===== src/rtl/uart_pkg.sv =====
// Shared UART types and helpers: FSM state encoding, parity modes, default bit period,
// parity check and 2-of-3 vote functions.
package uart_pkg;

    localparam int CLK_DIV_DFLT  = 868;
    localparam int PAR_NONE      = 0;
    localparam int PAR_ODD       = 1;
    localparam int PAR_EVEN      = 2;
    localparam int UART_MAX_BITS = 9;

    typedef enum logic [2:0] {
        ST_IDLE  = 3'd0,
        ST_START = 3'd1,
        ST_DATA  = 3'd2,
        ST_PAR   = 3'd3,
        ST_STOP  = 3'd4
    } uart_state_e;

    // Returns 1 when data plus received parity bit violate the selected mode
    function automatic logic par_bad(input logic [UART_MAX_BITS-1:0] data,
                                     input logic                     pbit,
                                     input logic                     odd);
        logic x;
        x = (^data) ^ pbit;
        return odd ? ~x : x;
    endfunction

    function automatic logic maj3(input logic a, input logic b, input logic c);
        return (a & b) | (a & c) | (b & c);
    endfunction

endpackage


===== src/rtl/uart_bit_timer.sv =====
// Free-running bit-period counter with a registered sample strobe at a fixed phase,
// restartable by a synchronous clear. Shared by the UART receiver and transmitter.
module uart_bit_timer import uart_pkg::*; #(
    parameter int CLK_DIV = CLK_DIV_DFLT,
    parameter int STB_AT  = CLK_DIV / 2,
    parameter int CNT_W   = $clog2(CLK_DIV)
) (
    input  logic             clk,
    input  logic             rst_n,
    input  logic             clr,
    output logic [CNT_W-1:0] cnt,
    output logic             stb
);

    logic [CNT_W-1:0] cnt_r;
    logic [CNT_W-1:0] cnt_nxt_s;
    logic             stb_r;

    // Next count: restart on clear, wrap after CLK_DIV-1
    always_comb begin
        cnt_nxt_s = cnt_r;
        if (clr) begin
            cnt_nxt_s = {CNT_W{1'b0}};
        end else if (cnt_r == CNT_W'(CLK_DIV - 1)) begin
            cnt_nxt_s = {CNT_W{1'b0}};
        end else begin
            cnt_nxt_s = cnt_r + CNT_W'(1);
        end
    end

    // Counter and strobe registers; strobe is high exactly while cnt == STB_AT
    always_ff @(posedge clk or negedge rst_n) begin
        if (!rst_n) begin
            cnt_r <= {CNT_W{1'b0}};
            stb_r <= 1'b0;
        end else begin
            cnt_r <= cnt_nxt_s;
            stb_r <= (cnt_nxt_s == CNT_W'(STB_AT));
        end
    end

    assign cnt = cnt_r;
    assign stb = stb_r;

endmodule


===== src/rtl/uart_rx_param.sv =====
// Parametrised UART receiver with synchroniser, glitch-rejecting start detection,
// parity/framing flags and a valid/ready output with overrun. Optional: UART_RX_MAJORITY_EN.
module uart_rx_param import uart_pkg::*; #(
    parameter int CLK_DIV   = CLK_DIV_DFLT,
    parameter int DATA_BITS = 8,
    parameter int PARITY    = PAR_NONE,
    parameter int STOP_BITS = 1
) (
    input  logic                 clk,
    input  logic                 rst_n,
    input  logic                 rx,
    input  logic                 rx_rdy,
    output logic                 rx_vld,
    output logic [DATA_BITS-1:0] rx_data,
    output logic                 rx_perr,
    output logic                 rx_ferr,
    output logic                 rx_ovr
);

    localparam int CNT_W = $clog2(CLK_DIV);

    logic [1:0]           sync_r;
    logic                 rx_s;
    logic                 rx_prev_r;
    logic [CNT_W-1:0]     cnt_s;
    logic                 stb_s;
    logic                 clr_s;
    logic                 bit_s;
    uart_state_e          state_r;
    uart_state_e          state_nxt_s;
    logic [3:0]           bit_cnt_r;
    logic [DATA_BITS-1:0] shift_r;
    logic                 fperr_r;
    logic                 fferr_r;
    logic                 done_r;
    logic                 data_last_s;
    logic                 stop_last_s;
    logic                 vld_r;
    logic [DATA_BITS-1:0] data_r;
    logic                 perr_r;
    logic                 ferr_r;
    logic                 ovr_r;

    // Two-flop synchroniser plus one history flop for edge detection, preset to idle-high
    always_ff @(posedge clk or negedge rst_n) begin
        if (!rst_n) begin
            sync_r    <= 2'b11;
            rx_prev_r <= 1'b1;
        end else begin
            sync_r    <= {sync_r[0], rx};
            rx_prev_r <= sync_r[1];
        end
    end

    assign rx_s = sync_r[1];

`ifdef UART_RX_MAJORITY_EN
    localparam int STB_AT = CLK_DIV / 2 + 1;
    logic [1:0] tap_r;

    // Capture the two early taps; the strobe cycle supplies the third vote
    always_ff @(posedge clk or negedge rst_n) begin
        if (!rst_n) begin
            tap_r <= 2'b11;
        end else begin
            tap_r[0] <= (cnt_s == CNT_W'(CLK_DIV / 2 - 1)) ? rx_s : tap_r[0];
            tap_r[1] <= (cnt_s == CNT_W'(CLK_DIV / 2))     ? rx_s : tap_r[1];
        end
    end

    assign bit_s = maj3(tap_r[0], tap_r[1], rx_s);
`else
    localparam int STB_AT = CLK_DIV / 2;
    logic cnt_unused_s;

    assign cnt_unused_s = ^cnt_s;
    assign bit_s        = rx_s;
`endif

    uart_bit_timer #(
        .CLK_DIV (CLK_DIV),
        .STB_AT  (STB_AT),
        .CNT_W   (CNT_W)
    ) u_timer (
        .clk   (clk),
        .rst_n (rst_n),
        .clr   (clr_s),
        .cnt   (cnt_s),
        .stb   (stb_s)
    );

    assign data_last_s = (bit_cnt_r == 4'(DATA_BITS - 1));
    assign stop_last_s = (bit_cnt_r == 4'(STOP_BITS - 1));

    // FSM state register
    always_ff @(posedge clk or negedge rst_n) begin
        if (!rst_n) begin
            state_r <= ST_IDLE;
        end else begin
            state_r <= state_nxt_s;
        end
    end

    // FSM next state; only a 1->0 transition starts a frame, so a stuck-low line stays idle
    always_comb begin
        state_nxt_s = state_r;
        clr_s       = 1'b0;
        case (state_r)
            ST_IDLE: begin
                if (rx_prev_r && !rx_s) begin
                    state_nxt_s = ST_START;
                    clr_s       = 1'b1;
                end else begin
                    state_nxt_s = ST_IDLE;
                end
            end
            ST_START: begin
                if (!stb_s) begin
                    state_nxt_s = ST_START;
                end else if (bit_s) begin
                    state_nxt_s = ST_IDLE;
                end else begin
                    state_nxt_s = ST_DATA;
                end
            end
            ST_DATA: begin
                if (stb_s && data_last_s) begin
                    if (PARITY != PAR_NONE) begin
                        state_nxt_s = ST_PAR;
                    end else begin
                        state_nxt_s = ST_STOP;
                    end
                end else begin
                    state_nxt_s = ST_DATA;
                end
            end
            ST_PAR: begin
                if (stb_s) begin
                    state_nxt_s = ST_STOP;
                end else begin
                    state_nxt_s = ST_PAR;
                end
            end
            ST_STOP: begin
                if (stb_s && stop_last_s) begin
                    state_nxt_s = ST_IDLE;
                end else begin
                    state_nxt_s = ST_STOP;
                end
            end
            default: begin
                state_nxt_s = ST_IDLE;
                clr_s       = 1'b0;
            end
        endcase
    end

    // Per-frame datapath: bit counter, shift register, error capture, completion pulse
    always_ff @(posedge clk or negedge rst_n) begin
        if (!rst_n) begin
            bit_cnt_r <= 4'd0;
            shift_r   <= {DATA_BITS{1'b0}};
            fperr_r   <= 1'b0;
            fferr_r   <= 1'b0;
            done_r    <= 1'b0;
        end else begin
            done_r <= 1'b0;
            case (state_r)
                ST_IDLE: begin
                    bit_cnt_r <= 4'd0;
                end
                ST_START: begin
                    if (stb_s) begin
                        bit_cnt_r <= 4'd0;
                        fperr_r   <= 1'b0;
                        fferr_r   <= 1'b0;
                    end
                end
                ST_DATA: begin
                    if (stb_s) begin
                        shift_r   <= {bit_s, shift_r[DATA_BITS-1:1]};
                        bit_cnt_r <= data_last_s ? 4'd0 : bit_cnt_r + 4'd1;
                    end
                end
                ST_PAR: begin
                    if (stb_s) begin
                        fperr_r <= par_bad(UART_MAX_BITS'(shift_r), bit_s, PARITY == PAR_ODD);
                    end
                end
                ST_STOP: begin
                    if (stb_s) begin
                        fferr_r   <= fferr_r | ~bit_s;
                        done_r    <= stop_last_s;
                        bit_cnt_r <= stop_last_s ? 4'd0 : bit_cnt_r + 4'd1;
                    end
                end
                default: begin
                    bit_cnt_r <= 4'd0;
                end
            endcase
        end
    end

    // Output holding register: load on completion when free or accepted, else flag overrun
    always_ff @(posedge clk or negedge rst_n) begin
        if (!rst_n) begin
            vld_r  <= 1'b0;
            data_r <= {DATA_BITS{1'b0}};
            perr_r <= 1'b0;
            ferr_r <= 1'b0;
            ovr_r  <= 1'b0;
        end else if (done_r && (!vld_r || rx_rdy)) begin
            vld_r  <= 1'b1;
            data_r <= shift_r;
            perr_r <= fperr_r;
            ferr_r <= fferr_r;
            ovr_r  <= 1'b0;
        end else if (done_r) begin
            ovr_r  <= 1'b1;
        end else if (vld_r && rx_rdy) begin
            vld_r  <= 1'b0;
            perr_r <= 1'b0;
            ferr_r <= 1'b0;
            ovr_r  <= 1'b0;
        end else begin
            vld_r  <= vld_r;
        end
    end

    assign rx_vld  = vld_r;
    assign rx_data = data_r;
    assign rx_perr = perr_r;
    assign rx_ferr = ferr_r;
    assign rx_ovr  = ovr_r;

endmodule


===== config.mk =====
export PLATFORM = sky130hd
export DESIGN_NAME = uart_rx_param
export DESIGN_NICKNAME = d
export VERILOG_FILES = /design/src/rtl/uart_pkg.sv /design/src/rtl/uart_bit_timer.sv /design/src/rtl/uart_rx_param.sv
export SDC_FILE = /design/constraint.sdc
export NUM_CORES = 1
export LEC_CHECK = 0
export CORE_ASPECT_RATIO = 1.1
export CORE_MARGIN = 1.5
export CORE_UTILIZATION = 45
export DETAILED_ROUTE_END_ITERATION = 6
export GPL_TIMING_DRIVEN = 0
export PLACE_DENSITY = 0.76
export REMOVE_ABC_BUFFERS = 1
export SYNTH_ARGS = -nofsm -noshare
export SYNTH_HDL_FRONTEND = slang
export SYNTH_SLANG_ARGS = --single-unit

===== constraint.sdc =====
create_clock -name clk -period 4.5 [get_ports clk]
set_clock_uncertainty 0.2 [all_clocks]
set_input_delay 0.45 -clock clk [delete_from_list [all_inputs] [get_ports clk]]
set_output_delay 0.45 -clock clk [all_outputs]
set_load 0.01 [all_outputs]

==> out/metrics.cfg <==
[detailed_routing]
dr.pass1.iters = 4
finalWirelength_um = 3559
vias_per_cell = 5.379
postRouteAntennaNets = 0
wl_per_cell_um = 13.64
first_iter_violations = 50
drc = 0
dr_total_vias = 1404

[timing]
layout_setup_ws_ns = 2.057
max_freq_ghz = 0.4093
rsz0062_at_grt = no
maxSlewHeadroom_pct = 21.10
hold_violations = 0
finalSetupViolCount = 0
period_share_pct = 54.30
hold_ws_ns = 0.1587
tns_ns = 0
worst_pin_slew_ns = 1.171
drv_slew = 0
post-route-min-period_ns = 2.443

[grt]
antenna_found_initial = 0
grt_max_degree = 33
grt_pass1_vias = 1339
grt_pass1_wl_um = 6037
grtUsageTotal_pct = 15.94
grt-ovfl-total = 0

[critical_path]
critPathMaxStageDelay_ns = 0.92
endpoint_kind = flip-flop
crit_type = flip-flop to flip-flop
cp_data_arrival_time_ns = 2.42
slowest_stage = o21ai_0
crit_family = compound AO/OA/AOI/OAI gates
worstPathRequired_ns = 4.47
crit_chain = nor4b_1 -> nand4_1 -> o21ai_0 -> or4_1 -> nor4_2
critPathLaunchType = flip-flop
path_max_fanout = 11
crit_buf_inv = 0

[yosys]
syn-cell-area_um2 = 2098
synthArstFlopShare_pct = 100.0
syn_area_per_cell_um2 = 10.99
yosysWarnings = 0
synth_seq_area_share_pct = 52.65
synth_top_area_share_pct = 48.90
ys_seq_elements = 44
synth_top_cell_by_area = dfrtp_1
synth_edf_count = 0
synth_top_flop_cell = dfrtp_1
synth_cells = 191
synthDistinctLibCells = 43
ys_top_cells_by_area = dfrtp_1 (49%), mux2_2 (8.6%), xnor2_1 (5.8%)

[floorplanning]
rows = 25
dieArea_um2 = 5082
die_h_um = 74.62
start_util_pct = 47.91
pin_count = 16
coreArea_um2 = 4379
die_w_um = 68.11

[job]
maxCapViolations = 0

[cells_and_area]
drive_gt1_share_pct = 15.94
final_nets = 213
diodes = 0
stdcell_count = 261
fin_util_pct = 54.49
synthToLayoutAreaGrowth_pct = 13.72
design_area_um2 = 2386

[place]
place_congestion = 0.8601
place_inst = 252
portBuffers = 15
preCtsSetupSlack_ns = 2.087
dpl_cell_area_um2 = 2291
hpwl_um = 2464

[cts]
cts_resized = 0
clk_pin_slew_worst_paths_ns = 0.08
post_cts_buffers = 0
cts_tree = yes
cts_buffers = 5
htree_levels = 2
clkSinkCount = 44
clock-root-buffer = clkbuf_8
clkLatencyLatePin_ns = 0.29
cts_hold_buf = 1
cts_buffer_depth = 2

[pwr]
ir_drop_mv = 0.3456
total_power_mw = 0.8236
powerDensity_nw_per_um2 = 345.2
p_leak_nw = 1.025

[run_status]
status = complete, no violations

[min_path]
hold_class = flip-flop to flip-flop

==> flip-flops by register name (all words and copies together) (netlist names), 2 cells and up <==
name and cells:
bit_cnt_r 4, rx_data 8, shift_r 8, state_r 3, sync_r 2, u_timer.cnt 10
==> layout by cell type (no fill, tap or decap), types with 4 or more instances in the layout <==
cell             Yosys  layout
a21oi_1              6       6
and3_1               4       4
clkbuf_8             0       5
clkdlybuf4s50_1      0      14
dfrtp_1             41      41
inv_1                6       6
mux2_2              16      16
nand2_1             10      10
nand2b_1             6       6
nand3_1              6       6
nor2_1              17      17
o21ai_0             11      11
xnor2_1             14      14
==> worst register-to-register path, stage by stage, from the launching register on <==
cell,delay [ns]
dfrtp_1,0.47
nor4b_1,0.31
nand4_1,0.13
o21ai_0,0.92
or4_1,0.25
nor4_2,0.04
==> cell families after synthesis <==
logic type	synth area share [%]
fa+ha+maj	2.266
simple gates	16.10
mux	10.02
xor+xnor	6.679
buf+inv	2.981
flops	52.65
compound gates	9.303
==> cell type report <==
class | count | area [µm²]
Clock inverter | 2 | 12.51
Multi-Input combinational cell | 132 | 930.9
Clock buffer | 6 | 72.57
Fill cell | 387 | 1993
Sequential cell | 44 | 1105
Timing Repair Buffer | 17 | 175.2
Inverter | 6 | 22.52
Tap cell | 54 | 67.56
==> power breakdown <==
part,internal [mW],switching [mW]
combinational,0.0496,0.0632
clock,0.109,0.130
sequential,0.424,0.0478
==> metal layers <==
metal	vias up	global-route usage, %	wire length, µm
met1	674	20.93	1675
li1	697	-	-
met5	-	0	0
met4	0	8.000	58
met3	6	3.737	100
met2	27	24.81	1724
==> synth_stat cells, types with 2 or more instances <==
library cell  number
a21oi_1            6
a32oi_1            2
and3_1             4
buf_2              4
clkbuf_1           4
dfrtp_1           41
dfstp_2            3
ha_1               3
inv_1              6
mux2_2            16
mux2i_1            3
nand2_1           10
nand2b_1           6
nand3_1            6
nand3b_1           3
nand4_1            2
nor2_1            17
nor2b_1            3
nor3_1             2
o21ai_0           11
o22ai_1            2
o31ai_1            2
xnor2_1           14
xor2_1             2
==> path summary, 6_finish.rpt <==
path                                startpoint     endpoint  slack, ns  cells past startpoint
worst min-delay path                 sync_r[0]    sync_r[1]       0.16                      0
min in group asynchronous                rst_n       rx_vld       0.36                      2
worst max register to register  u_timer.cnt[4]  u_timer.stb       2.06                      5
worst min register to register       sync_r[0]    sync_r[1]       0.16                      0
max in group asynchronous                rst_n    sync_r[1]       3.20                      3
worst max-delay path            u_timer.cnt[4]  u_timer.stb       2.06                      5
Power figures use the tool's default switching activity.
